<file path="config.mk">
export PLATFORM = sky130hd
export DESIGN_NAME = pokey_audio_gen
export DESIGN_NICKNAME = d
export VERILOG_FILES = /design/src/rtl/pokey_audio_gen.sv
export SDC_FILE = /design/constraint.sdc
export NUM_CORES = 1
export LEC_CHECK = 0
export ABC_AREA = 1
export CAP_MARGIN = 5
export CORE_MARGIN = 3
export CORE_UTILIZATION = 55
export CTS_CLUSTER_SIZE = 40
export DETAILED_ROUTE_END_ITERATION = 10
export PLACE_DENSITY = 0.76
export SLEW_MARGIN = 10
export SYNTH_ARGS = -nofsm -noshare
export SYNTH_HDL_FRONTEND = slang
export SYNTH_SLANG_ARGS = --single-unit
</file>
<file path="constraint.sdc">
create_clock -name phi2 -period 3.4 [get_ports phi2]
set_input_delay 0.51 -clock phi2 [delete_from_list [all_inputs] [get_ports phi2]]
set_output_delay 0.51 -clock phi2 [all_outputs]
set_load 0.05 [all_outputs]
</file>
<file path="src/rtl/pokey_audio_gen.sv">
// POKEY-compatible audio generator: CHANNELS tone/noise channels with optional
// 16-bit pair linking, shared poly4/poly9/poly17 noise sources and a registered mixer.
//
// Ports:
//   phi2     - system clock, all state on the rising edge
//   reset    - synchronous, active-high
//   tick     - one-phi2 base audio clock strobe (dividers advance only on it)
//   we, cs   - write strobe and chip select; a write happens when both are high
//   a, d_in  - register address and write data
//   aud      - registered, unsigned mixed output
//   chan_out - raw per-channel output bits
module pokey_audio_gen #(
    parameter int unsigned CHANNELS = 4,
    parameter int unsigned OUT_W    = 6
) (
    input  logic                phi2,
    input  logic                reset,
    input  logic                tick,
    input  logic                we,
    input  logic                cs,
    input  logic [4:0]          a,
    input  logic [7:0]          d_in,
    output logic [OUT_W-1:0]    aud,
    output logic [CHANNELS-1:0] chan_out
);

    localparam int unsigned PAIRS = CHANNELS / 2;

    // audc_q packs the used AUDC fields: [6] tone, [5] poly4 select, [4] volume-only, [3:0] volume
    logic [7:0]          audf_q [CHANNELS];
    logic [6:0]          audc_q [CHANNELS];
    logic [PAIRS-1:0]    link_q;
    logic                poly9_q;

    logic [7:0]          cnt_q [CHANNELS];
    logic [7:0]          cnt_d [CHANNELS];
    logic [CHANNELS-1:0] out_q, out_d;
    logic [CHANNELS-1:0] uf;
    logic [CHANNELS-1:0] muted;
    logic [3:0]          poly4_q;
    logic [16:0]         poly17_q;
    logic [OUT_W-1:0]    aud_q, mix;

    logic wr, restart;

    assign wr      = we & cs;
    assign restart = wr && (a == 5'h1F);

    // The low channel of a linked pair carries no output of its own.
    always_comb begin
        muted = '0;
        for (int unsigned p = 0; p < PAIRS; p++) begin
            muted[2*p] = link_q[p];
        end
    end

    // Register file; writes become visible to the dividers/mixer on the next cycle.
    always_ff @(posedge phi2) begin
        if (reset) begin
            for (int unsigned n = 0; n < CHANNELS; n++) begin
                audf_q[n] <= '0;
                audc_q[n] <= '0;
            end
            link_q  <= '0;
            poly9_q <= 1'b0;
        end else if (wr) begin
            for (int unsigned n = 0; n < CHANNELS; n++) begin
                if (a == 5'(2*n))     audf_q[n] <= d_in;
                if (a == 5'(2*n + 1)) audc_q[n] <= {d_in[7], d_in[5:0]};
            end
            if (a == 5'h1E) begin
                link_q  <= d_in[PAIRS-1:0];
                poly9_q <= d_in[7];
            end
        end
    end

    // Dividers. Reload and underflow always use the pre-write AUDF (audf_q).
    always_comb begin
        logic [15:0] pair_cnt;
        logic [15:0] pair_rld;
        logic [15:0] pair_nxt;
        pair_cnt = '0;
        pair_rld = '0;
        pair_nxt = '0;
        uf       = '0;
        for (int unsigned n = 0; n < CHANNELS; n++) begin
            cnt_d[n] = cnt_q[n];
            if (!link_q[n/2]) begin
                if (restart) begin
                    cnt_d[n] = audf_q[n];
                end else if (tick) begin
                    if (cnt_q[n] == 8'd0) begin
                        cnt_d[n] = audf_q[n];
                        uf[n]    = 1'b1;
                    end else begin
                        cnt_d[n] = cnt_q[n] - 8'd1;
                    end
                end
            end
        end
        for (int unsigned p = 0; p < PAIRS; p++) begin
            if (link_q[p]) begin
                pair_cnt = {cnt_q[2*p+1], cnt_q[2*p]};
                pair_rld = {audf_q[2*p+1], audf_q[2*p]};
                pair_nxt = pair_cnt;
                if (restart) begin
                    pair_nxt = pair_rld;
                end else if (tick) begin
                    if (pair_cnt == 16'd0) begin
                        pair_nxt     = pair_rld;
                        uf[2*p+1]    = 1'b1;
                    end else begin
                        pair_nxt = pair_cnt - 16'd1;
                    end
                end
                cnt_d[2*p+1] = pair_nxt[15:8];
                cnt_d[2*p]   = pair_nxt[7:0];
            end
        end
    end

    // Channel output bits change only on underflow; restart clears them.
    always_comb begin
        out_d = out_q;
        for (int unsigned n = 0; n < CHANNELS; n++) begin
            if (restart || muted[n]) begin
                out_d[n] = 1'b0;
            end else if (uf[n]) begin
                if (audc_q[n][6]) begin
                    out_d[n] = ~out_q[n];
                end else if (audc_q[n][5]) begin
                    out_d[n] = poly4_q[3];
                end else begin
                    out_d[n] = poly9_q ? poly17_q[8] : poly17_q[16];
                end
            end
        end
    end

    // Mixer; OUT_W is sized so the sum cannot overflow.
    always_comb begin
        mix = '0;
        for (int unsigned n = 0; n < CHANNELS; n++) begin
            if (!muted[n] && (audc_q[n][4] || out_q[n])) begin
                mix = mix + OUT_W'(audc_q[n][3:0]);
            end
        end
    end

    always_ff @(posedge phi2) begin
        if (reset) begin
            for (int unsigned n = 0; n < CHANNELS; n++) begin
                cnt_q[n] <= '0;
            end
            out_q    <= '0;
            poly4_q  <= '1;
            poly17_q <= '1;
            aud_q    <= '0;
        end else begin
            for (int unsigned n = 0; n < CHANNELS; n++) begin
                cnt_q[n] <= cnt_d[n];
            end
            out_q    <= out_d;
            poly4_q  <= {poly4_q[2:0], poly4_q[3] ^ poly4_q[2]};
            // 9-bit mode reuses the low bits of the same register, so no reseed on switch.
            poly17_q <= {poly17_q[15:0], poly9_q ? (poly17_q[8] ^ poly17_q[4])
                                                 : (poly17_q[16] ^ poly17_q[13])};
            aud_q    <= mix;
        end
    end

    assign aud      = aud_q;
    assign chan_out = out_q;

endmodule

</file>
; Word-level counts from Yosys, hierarchy flattened
; Memory sizes are Yosys's and may differ from the RTL's.
; Index checks and enable logic that the tools add are counted.
[op_classes]
add_sub_neg = 9
eq_ne = 9
muxes = 105
bitwise_logic = 20
reduce_logical = 22
[ops]
columns = operator, n
row1 = $mux W8, 20
row2 = $mux W16, 8
row3 = $mux W1, 69
row4 = $logic_not A16 Y1, 2
row5 = $logic_not A8 Y1, 4
row6 = $sub A16 B1 Y16 const B, 2
row7 = $sub A8 B1 Y8 const B, 4
row8 = $mux W7, 4
row9 = $eq A5 B3 Y1 const B, 4
row10 = $add A6 B4 Y6, 3
row11 = $mux W6, 3
row12 = $or A1 B1 Y1, 12
row13 = $eq A5 B2 Y1 const B, 2
row14 = $eq A5 B5 Y1 const B, 2
row15 = $logic_or A1 B1 Y1, 6
row16 = $reduce_or A2 Y1, 3
row17 = $eq A5 B1 Y1 const B, 1
row18 = $logic_not A5 Y1, 1
row19 = $mux W4, 1
row20 = $not A1 Y1, 4
row21 = $logic_and A1 B1 Y1, 3
row22 = $xor A1 B1 Y1, 3
row23 = $logic_not A1 Y1, 2
row24 = $reduce_and A2 Y1, 1
row25 = $and A1 B1 Y1, 1
[word_totals]
reg_bits = 34
ramBits = 92
input_bits = 18
mem_count = 3
[memory_table]
columns = memory, depth, width, rd, rd_ports_with_merged_regs, wr, line
row1 = audf_q, 4, 8, 4, 0, 4, 30  ; logic [7:0] audf_q [CHANNELS];
row2 = cnt_q, 4, 8, 4, 0, 4, 35  ; logic [7:0] cnt_q [CHANNELS];
row3 = audc_q, 4, 7, 4, 0, 4, 31  ; logic [6:0] audc_q [CHANNELS];

; Depth between registers and ports, before layout
; An unclocked memory read counts as a cell.
[depth]
word_depth = 10
mapped_depth = 27
mapped_depth_nobuf = 27

; Least setup slack after synthesis
; OpenSTA, ideal clock, no wires.
[synth_timing]
kind = reg2reg
from = register out_q[0] (netlist: chan_out[0])
to = register aud_q[3] (netlist: aud[3])
arrival_time_ns = 3.538
setup_slack_ns = -0.247
stages_incl_launch_ff = 22
n_path_buf = 0
period_less_slack_ns = 3.647
path_cell_list = dfxtp_1 -> inv_1 -> nand2_1 -> nand2_1 -> nor2_1 -> ha_1 -> inv_1 -> fa_1 -> xnor2_1 -> o21ai_0 -> inv_1 -> ha_1 -> xor2_1 -> o21ai_0 -> ha_1 -> a21oi_1 -> nand2_1 -> xor2_1 -> o21ai_0 -> inv_1 -> nand2_1 -> inv_1
[synth_via]
elab_chain_cells = 9
[synth_rtl]
columns = element, line
row1 = start: declaration, 37  ; logic [CHANNELS-1:0] out_q, out_d;
row2 = start signal: assignment, 164  ; out_q <= out_d;
row3 = $logic_or A1 B1 Y1 (*), 145  ; if (!muted[n] && (audc_q[n][4] || out_q[n])) begin
row4 = $logic_and A1 B1 Y1 (*), 145
row5 = $mux W4 (*), 145
row6 = $add A6 B4 Y6, 146  ; mix = mix + OUT_W'(audc_q[n][3:0]);
row7 = $mux W6 (*), 145
row8 = $add A6 B4 Y6, 146
row9 = $mux W6 (*), 145
row10 = $add A6 B4 Y6, 146
row11 = $mux W6 (*), 145
row12 = end signal: assignment, 169  ; aud_q <= mix;
row13 = end: declaration, 42  ; logic [OUT_W-1:0] aud_q, mix;
; Every way passes the cells marked *; elsewhere a longest branch is shown, timed or not.
; A chain may end at the register's enable or synchronous reset.

; Worst setup path after layout
[layout_timing]
from = register out_q[0] (netlist: chan_out[0])
to = register aud_q[5] (netlist: aud[5])
; Same word-level chain as after synthesis.

==> results.sh <==
export IMPL_io_pins=28
export IMPL_r2r_end="aud[5]"
export IMPL_ys_seq_elements=126
export IMPL_grt_max_degree=35
export IMPL_rsz0062_at_grt="yes"
export IMPL_clock_skew_final_ns=0.009581
export IMPL_synth_xor_area_share_pct=3.292
export IMPL_critical_path_top_cell_by_count="nand2_2"
export IMPL_violations="setup timing"
export IMPL_h_tree_depth=4
export IMPL_syn_nets=957
export IMPL_synth_distinct_cells=36
export IMPL_hold_viol=0
export IMPL_synth_area_mm2=0.006918
export IMPL_crit_buf_inv=3
export IMPL_endpoint="aud[5]"
export IMPL_area_growth_pct=18.21
export IMPL_port_buffers=27
export IMPL_cp_required_ns=3.72
export IMPL_synth_top_flop_cell="dfxtp_1"
export IMPL_start_kind="flop"
export IMPL_post_route_util_pct=67.24
export IMPL_cp_top_family="adder cells"
export IMPL_synth_edf_count=60
export IMPL_synth_top_family_by_area="simple AND/OR/NAND/NOR gates"
export IMPL_setup_viol=2
export IMPL_initial_core_util_pct=56.88
export IMPL_setup_tns_ns=-0.1081
export IMPL_dr_pass1_iters=5
export IMPL_fin_ws_ns=-0.05753
export IMPL_numCtsBuffers=17
export IMPL_holdCritPathClass="reg2reg"
export IMPL_layout_commonest_cell="nor2_1"
export IMPL_fmax_mhz=289.2
export IMPL_synth_avg_cell_area_um2=7.544
export IMPL_die_y_um=118.2
export IMPL_grt_antenna_before_repair=0
export IMPL_n_antenna_cell=0
export IMPL_reg2reg_depth=21
export IMPL_use_met2_pct=39.01
export IMPL_layoutNonFillerInstCount=1146
export IMPL_cp_max_fo=4
export IMPL_slowest_stage="ha_1"
export IMPL_grt_overflow=0
export IMPL_grt_usage_pct=24.46
export IMPL_reg2reg_slack_ns=-0.06
export IMPL_hpwl_um=11260
export IMPL_finalPower_mw=4.613
export IMPL_busiest_layer="met2"
export IMPL_fin_crit_sh_pct=101.7
export IMPL_synth_area_leader_cell="edfxtp_1"
export IMPL_gp_congestion=0.8842
export IMPL_cp_depth=21
export IMPL_grt_pass1_wl_um=27400
export IMPL_max_slew_margin_rel_pct=43.69
export IMPL_clk_latency_ns=0.42
export IMPL_viasPerCell=5.396
export IMPL_drt_iter0_markers=752
export IMPL_synthArstFlopShare_pct=0
export IMPL_worst_slew_pin_slew_ns=0.8391
export IMPL_antenna_left=0
export IMPL_yosys_area_share_simple_pct=27.08
export IMPL_min_from="poly4_q[1]"
export IMPL_status="finished, violations left"
export IMPL_wl_um=16840
export IMPL_powerDensity_mw_per_mm2=564.1
export IMPL_drive_gt1_share_pct=12.17
export IMPL_mostFrequentLayoutCells="nor2_1, nand2_1, inv_1, o21ai_0, dfxtp_1"
export IMPL_leakage_nw=3.571
export IMPL_final_nets=1005
export IMPL_clockBufferDepth=2
export IMPL_clk_pin_slew_ns=0.06
export IMPL_cts_sinks=126
export IMPL_cts_tree="yes"
export IMPL_netlist_area_leader_share_pct=26.04
export IMPL_finalMaxSlewViolations=0
export IMPL_rr_startpoint="chan_out[0]"
export IMPL_route_detailed_drc=0
export IMPL_cap_violations=0
export IMPL_synth_compound_area_share_pct=12.43
export IMPL_synthAdderAreaFrac_pct=4.305
export IMPL_vias=6184
export IMPL_ir_drop_mv=0.5188
export IMPL_die_area_mm2=0.01396
export IMPL_path_class="reg2reg"
export IMPL_wire_per_inst_um=14.69
export IMPL_core_mm2=0.01216
export IMPL_ys_seq_area_share_pct=45.14
export IMPL_worstPathArrival_ns=3.77
export IMPL_grt_pass1_vias=5590
export IMPL_place_ws_ns=-0.06029
export IMPL_rows=40
export IMPL_slowest_delay_ns=0.42
export IMPL_min_period_ns=3.458
export IMPL_use_met1_pct=33.42
export IMPL_path_cells="inv_2, nand2_2, nand2_2, nor2_4, ha_2, inv_2, fa_2, xnor2_2, o21ai_1, inv_2, ha_4, xor2_1, o21ai_1, ha_1, nand3_2, nand2_2, nand2_2, a21oi_2, nand4_1, nand2_1, a21oi_2"
export IMPL_ys_top_cells_by_area="edfxtp_1, dfxtp_1, nor2_1, nand2_1, o21ai_0"
export IMPL_grt_use_met3_pct=5.646
export IMPL_crit_start="chan_out[0]"
export IMPL_die_x_um=118.2
export IMPL_crit_path_end_kind="flop"
export IMPL_netlist_instances=917
export IMPL_synth_warning_count=0
export IMPL_muxShareOfSynthArea_pct=0
export IMPL_dpl_cell_count=1109
export IMPL_cts_root_buffer="clkbuf_16"
export IMPL_fillers=1000
==> cell type report <==
cell class / count / area, um^2 / area share (%)
Multi-Input combinational cell: 653 / 3382 / 41.36
Sequential cell: 126 / 3127 / 38.23
Inverter: 116 / 437.9 / 5.355
Timing Repair Buffer: 51 / 466.7 / 5.707
Tap cell: 168 / 210.2 / 2.570
Clock inverter: 13 / 100.1 / 1.224
Clock buffer: 19 / 454.2 / 5.554
==> sequential cells by signal (all words and copies together) (netlist names) <==
name and count:
aud 6, audc_q 28, audf_q 32, chan_out 4, cnt_q 32, link_q 2
poly17_q 17, poly4_q 4, poly9_q 1
==> kinds of logic after synthesis <==
kind of cell    after synthesis
simple gates                446
fa+ha+maj                    22
compound gates              159
flops                       126
buf+inv                     138
xor+xnor                     26
==> per-stage QoR <==
step | hold slack [ns] | cell area (um^2)
after floorplan | 0.3895 | 6922
after global placement | 0.3915 | 7458
after detailed placement | 0.3965 | 7458
after CTS | 0.4072 | 8025
after global routing | 0.4239 | 8178
final | 0.4042 | 8178
==> per-layer routing <==
metal,routed length [um],vias to the layer above,share of wire (%)
li1,-,3081,-
met1,7325,2841,44
met2,7915,240,47
met3,1339,22,8.0
met4,258,0,1.5
met5,0,-,0
==> worst min path at each step <==
stage	end	slack, ns	depth (start not counted)
after floorplan	poly17_q[10]	0.39	1
after global placement	poly17_q[12]	0.39	1
after detailed placement	poly4_q[2]	0.40	1
after CTS	poly4_q[2]	0.41	1
after global routing	poly17_q[1]	0.42	1
final	poly4_q[2]	0.40	1
==> power by group <==
part	internal, mW	switching [mW]	leakage, nW
logic	0.434	0.696	2.18
clock network	0.987	0.708	0.279
registers	1.70	0.0873	1.12
==> synth_stat cells (3+ instances only) <==
cell type  number
nand2_1       169
inv_1         109
o21ai_1         5
nor3_1          4
o21ai_0        90
o211ai_1        6
buf_2           4
nand4_1         9
xor2_1         21
ha_1           19
a31oi_1        13
fa_1            3
clkinv_1        4
xnor2_1         5
clkbuf_1       16
dfxtp_1        66
nor2_2          4
nor2_1        174
or2_2          19
a21oi_1        39
nand3_1        59
edfxtp_1       60
==> repair_timing <==
item | CTS | global route
pin swaps | 0 | 21
endpoints found under the setup margin | 2 | 5
buffers inserted | 0 | 6
gates resized for setup | 3 | 35
hold buffers | 0 | 0
endpoints found under the hold margin | 0 | 0
No activity file was read; power rests on OpenSTA's default activity.
